===== src/rtl/seg7_scan_driver.sv =====
// Multiplexed active-low 7-segment driver showing the last DIGITS distinct values of cnt_in.
// Digit 0 shows the newest value and digit DIGITS-1 the oldest.
module seg7_scan_driver #(
    parameter int unsigned DIGITS      = 4,
    parameter int unsigned REFRESH_DIV = 4
) (
    input  logic              clk,
    input  logic              rst,
    input  logic [3:0]        cnt_in,
    output logic [6:0]        seg,
    output logic [DIGITS-1:0] an,
    output logic              dp,
    output logic              upd
);

    localparam int unsigned IW = (DIGITS > 1) ? $clog2(DIGITS) : 1;
    localparam int unsigned PW = (REFRESH_DIV > 1) ? $clog2(REFRESH_DIV) : 1;

    logic [3:0]        cnt_q;
    logic [3:0]        hist_q [DIGITS];
    logic [IW-1:0]     idx_q, idx_d;
    logic [PW-1:0]     presc_q, presc_d;
    logic              presc_wrap;
    logic              change;
    logic [6:0]        seg_d;
    logic [DIGITS-1:0] an_d;
    logic              dp_d;

    function automatic logic [6:0] decode(input logic [3:0] v);
        logic [6:0] s;
        case (v)
            4'h0:    s = 7'h40;
            4'h1:    s = 7'h79;
            4'h2:    s = 7'h24;
            4'h3:    s = 7'h30;
            4'h4:    s = 7'h19;
            4'h5:    s = 7'h12;
            4'h6:    s = 7'h02;
            4'h7:    s = 7'h78;
            4'h8:    s = 7'h00;
            4'h9:    s = 7'h10;
            4'hA:    s = 7'h08;
            4'hB:    s = 7'h03;
            4'hC:    s = 7'h46;
            4'hD:    s = 7'h21;
            4'hE:    s = 7'h06;
            4'hF:    s = 7'h0E;
            default: s = 7'h7F;
        endcase
        return s;
    endfunction

    always_comb begin
        presc_wrap = (presc_q == PW'(REFRESH_DIV - 1));
        presc_d    = presc_wrap ? '0 : presc_q + 1'b1;
        idx_d      = idx_q;
        if (presc_wrap) begin
            idx_d = (idx_q == IW'(DIGITS - 1)) ? '0 : idx_q + 1'b1;
        end
        change = (cnt_in != cnt_q);
        an_d   = '1;
        for (int i = 0; i < DIGITS; i++) begin
            an_d[i] = (idx_q != IW'(i));
        end
        // Outputs follow the pre-edge index/history, giving one cycle of latency.
        seg_d = decode(hist_q[idx_q]);
        dp_d  = (idx_q != '0);
    end

    always_ff @(posedge clk) begin
        if (rst) begin
            cnt_q   <= 4'h0;
            for (int i = 0; i < DIGITS; i++) begin
                hist_q[i] <= 4'h0;
            end
            idx_q   <= '0;
            presc_q <= '0;
            seg     <= 7'h7F;
            an      <= '1;
            dp      <= 1'b1;
            upd     <= 1'b0;
        end else begin
            cnt_q   <= cnt_in;
            if (change) begin
                hist_q[0] <= cnt_in;
                for (int i = 1; i < DIGITS; i++) begin
                    hist_q[i] <= hist_q[i-1];
                end
            end
            idx_q   <= idx_d;
            presc_q <= presc_d;
            seg     <= seg_d;
            an      <= an_d;
            dp      <= dp_d;
            upd     <= change;
        end
    end

endmodule

===== config.mk =====
export PLATFORM = sky130hd
export DESIGN_NAME = seg7_scan_driver
export DESIGN_NICKNAME = d
export VERILOG_FILES = /design/src/rtl/seg7_scan_driver.sv
export SDC_FILE = /design/constraint.sdc
export NUM_CORES = 1
export LEC_CHECK = 0
export ABC_AREA = 1
export ABC_CLOCK_PERIOD_IN_PS = 2220
export CAP_MARGIN = 10
export CORE_ASPECT_RATIO = 0.6
export CORE_MARGIN = 2
export CORE_UTILIZATION = 55
export DETAILED_ROUTE_END_ITERATION = 6
export GPL_TIMING_DRIVEN = 0
export PLACE_DENSITY = 0.78
export SLEW_MARGIN = 15
export SYNTH_ARGS = -nofsm -noshare
export SYNTH_HDL_FRONTEND = slang
export SYNTH_SLANG_ARGS = --single-unit

===== constraint.sdc =====
create_clock -name clk -period 2.22 [get_ports clk]
set_input_delay 0.666 -clock clk [delete_from_list [all_inputs] [get_ports clk]]
set_output_delay 0.666 -clock clk [all_outputs]
set_load 0.03 [all_outputs]

==> run summary, run 1 <==
Post-DP HPWL: 2330 um
post-route setup TNS: 0 ns
worst r2r path cells: 11
Multi-input gate area: 666 um^2
GRT Total Usage: 0.190
CP arrival: 1.37 ns
via count: 1285
routing usage on met1: 0.229
status: finished, final reports clean
HP Class: reg2reg
Seq/Total Area, Yosys: 0.530
ANT cells: 0
Starting Density: 0.589
Ports: 19
core box area: 2950 um^2
antenna viol nets, final: 0
Required @ worst endpoint: 1.55 ns
final net count: 234
Congestion Overflow GR: 0
area grow syn2layout: 18.4%
count of cell types in the netlist: 22
Ys Warns: 0
Endpoint, Worst Hold: presc_q[0]
final max-slew violation count: 0
antenna violations before repair: 0
Setup Fix Bufs, Post-CTS: 0
Mapped Nets: 210
H-tree levels: 2
Pre-Repair DR Iteration Count: 4
Peak VDD IR: 0.514 mV
register area: 921 um^2
Critical Path Source Type: flip-flop
Post-Syn Area: 1740 um^2
Synth top area share: 0.277
leak pwr: 0.940 nW
Slew headroom: 0.657
DRC viols: 0
CTS root buffer: clkbuf_8
FF+latch count, synth: 38
Seq pwr share: 0.488
Internal: 1.18 mW
GPL Wtd Cong: 0.773
crit end category: output pin
TritonCTS clock tree: yes
Crit Reg-Reg Endpoint: seg[3]
met3 Usage GRT: 0.0509
Hold WS: 0.433 ns
PortBufs: 17
number of global-route vias before repair: 1140
Net Sw Power: 501 uW
Fin Clk Skew: 0.00417 ns
commonest non-fill, non-tap cell in the layout: nand2_1
WHS Path Cells: 1
r2r setup slk: 0.42 ns
largest net degree at the start of global routing: 17
average wire per cell in the routed design: 12.5 um
Worst Path Max Fanout: 2
die height: 47.5 um
Tightest Pin Transition: 0.514 ns
die area: 3640 um^2
worst skew pair latency: 0.29 ns
# fillers: 235
min-delay src: presc_q[0]
Final setup viols: 0
grt peak-use layer: met2
Power Dens Cells: 819 nW/um^2
max-cap viol count: 0
chip width: 76.5 um
initial drt markers: 72
clock buffer depth: 2
clk sink count: 38
post-layout minimum cycle time: 2.03 ns
Detailed Route WL: 3250 um
GR Util met2: 0.331
layout cells sized above 1: 0.115
first-pass GRT wire length: 5020 um
Sw Ratio: 0.298
CTS buffer count: 5
area leader, netlist: edfxtp_1
number of hold violations in the final report: 0
Rows: 15
critical path class: reg2out
Final period util: 0.916
Synth Instances: 193
most frequent cells in the layout: 40 x nand2_1, 27 x inv_1, 27 x nor2_1
Clk pin slew, worst setup/hold paths: 0.07 ns
RSZ-0062 raised after global routing: no
largest cells by area after synthesis: edfxtp_1 28%, dfxtp_1 25%, nand2_1 8.9%
combinational share of power: 0.221
Avg Cell Area, Syn: 9.00 um^2
post-DR vias/cell: 4.94
Fmax: 0.492 GHz
Clock Power Share: 0.291
==> cell type report <==
| class | count | share of cell area |
|---|---|---|
| sequential | 38 | 0.448 |
| inverter | 30 | 0.0560 |
| clock buffer | 6 | 0.0402 |
| tap | 42 | 0.0256 |
| clock inverter | 2 | 0.00548 |
| multi-input combinational | 120 | 0.324 |
| buffer | 5 | 0.0183 |
| timing repair buffer | 17 | 0.0828 |
==> worst max-delay path, cell delays in order (launching register included) <==
cell	delay, ns
dfxtp_1	0.33
buf_4	0.10
clkdlybuf4s50_1	0.65
==> stage by stage <==
stage	utilization	area, um^2	instances	total power [mW]	setup WS [ns]
2_1_floorplan	-	1740	193	1.08	0.340
3_3_place_gp	0.665	1960	252	1.18	-0.134
3_5_place_dp	0.665	1960	252	1.20	-0.189
4_1_cts	0.697	2050	260	1.68	0.115
5_1_grt	0.698	2060	260	1.75	0.136
6_report	0.698	2060	260	1.68	0.187
==> worst max-delay path by stage <==
stage,start,to,cells after the start
2_1_floorplan,rst,hist_q[0][0],4
4_1_cts,cnt_in[1],hist_q[3][2],6
3_3_place_gp,cnt_in[1],hist_q[3][1],6
6_report,an[0],an[0],2
5_1_grt,an[0],an[0],2
3_5_place_dp,cnt_in[1],hist_q[2][2],6
==> metal layers <==
layer  vias to the layer above  wire length (um)
li1                        642                 -
met1                       596              1470
met2                        36              1530
met3                        11               164
met4                         0                77
met5                         -                 0
==> flip-flops by register name, indices dropped and copies added (netlist names), named ones only <==
| name | cells |
|---|---|
| hist_q | 16 |
| seg | 7 |
| an | 4 |
| cnt_q | 4 |
| idx_q | 2 |
| presc_q | 2 |
| upd | 1 |
==> timing repair <==
action | in CTS | in global routing
hold buffers | 0 | 0
gates resized for setup | 0 | 1
setup endpoints to repair | 0 | 7
==> power by group through the flow <==
stage | logic [mW] | registers, mW | clock network, mW
floorplan | 0.198 | 0.885 | 0
global placement | 0.350 | 0.833 | 0
detailed placement | 0.367 | 0.836 | 0
CTS | 0.370 | 0.821 | 0.493
global route | 0.411 | 0.826 | 0.517
finish | 0.373 | 0.821 | 0.490
==> cells in the mapped netlist, drive strengths merged <==
cell    instances
clkbuf          1
xor2            4
o21ai           1
ha             11
inv            30
nor2           28
nor3            2
buf             4
nor3b           1
dfxtp          22
edfxtp         16
nand3          25
nand2          46
a21oi           2
==> logic make-up (layout without fill, tap and decap cells) <==
| group | after synthesis | after routing | synth area share |
|---|---|---|---|
| and+or+nand+nor | 102 | 102 | 0.274 |
| xor gates and xnor gates | 4 | 4 | 0.0202 |
| AOI/OAI and AO/OA | 3 | 3 | 0.00864 |
| DFF | 38 | 38 | 0.530 |
| buffers and inverters | 35 | 60 | 0.0879 |
| adders and majority gates | 11 | 11 | 0.0792 |
Power figures use the tool's default switching activity.
==> run 2, diff against run 1 <==
==> constraint.sdc (replaced) <==
create_clock -name clk -period 2.22 [get_ports clk]
set_input_delay 0.666 -clock clk [delete_from_list [all_inputs] [get_ports clk]]
set_output_delay 0.666 -clock clk [all_outputs]
set_load 0.02 [all_outputs]
==> results of run 2 <==
Same layout as run 1 (identical final DEF). Status: finished, final reports clean.
Among the figures that moved: setup slack after layout 0.187 ns -> 0.253 ns; total power 1.68 mW -> 1.66 mW; worst IR drop on VDD 0.514 mV -> 0.513 mV
==> run 3, diff against run 2 <==
Settings changed: CTS_CLUSTER_SIZE set to 40.
==> results of run 3 <==
Same layout as run 1 (identical final DEF). Status: finished, final reports clean.
Among the figures that moved: setup slack after layout 0.187 ns -> 0.253 ns; total power 1.68 mW -> 1.66 mW; worst IR drop on VDD 0.514 mV -> 0.513 mV
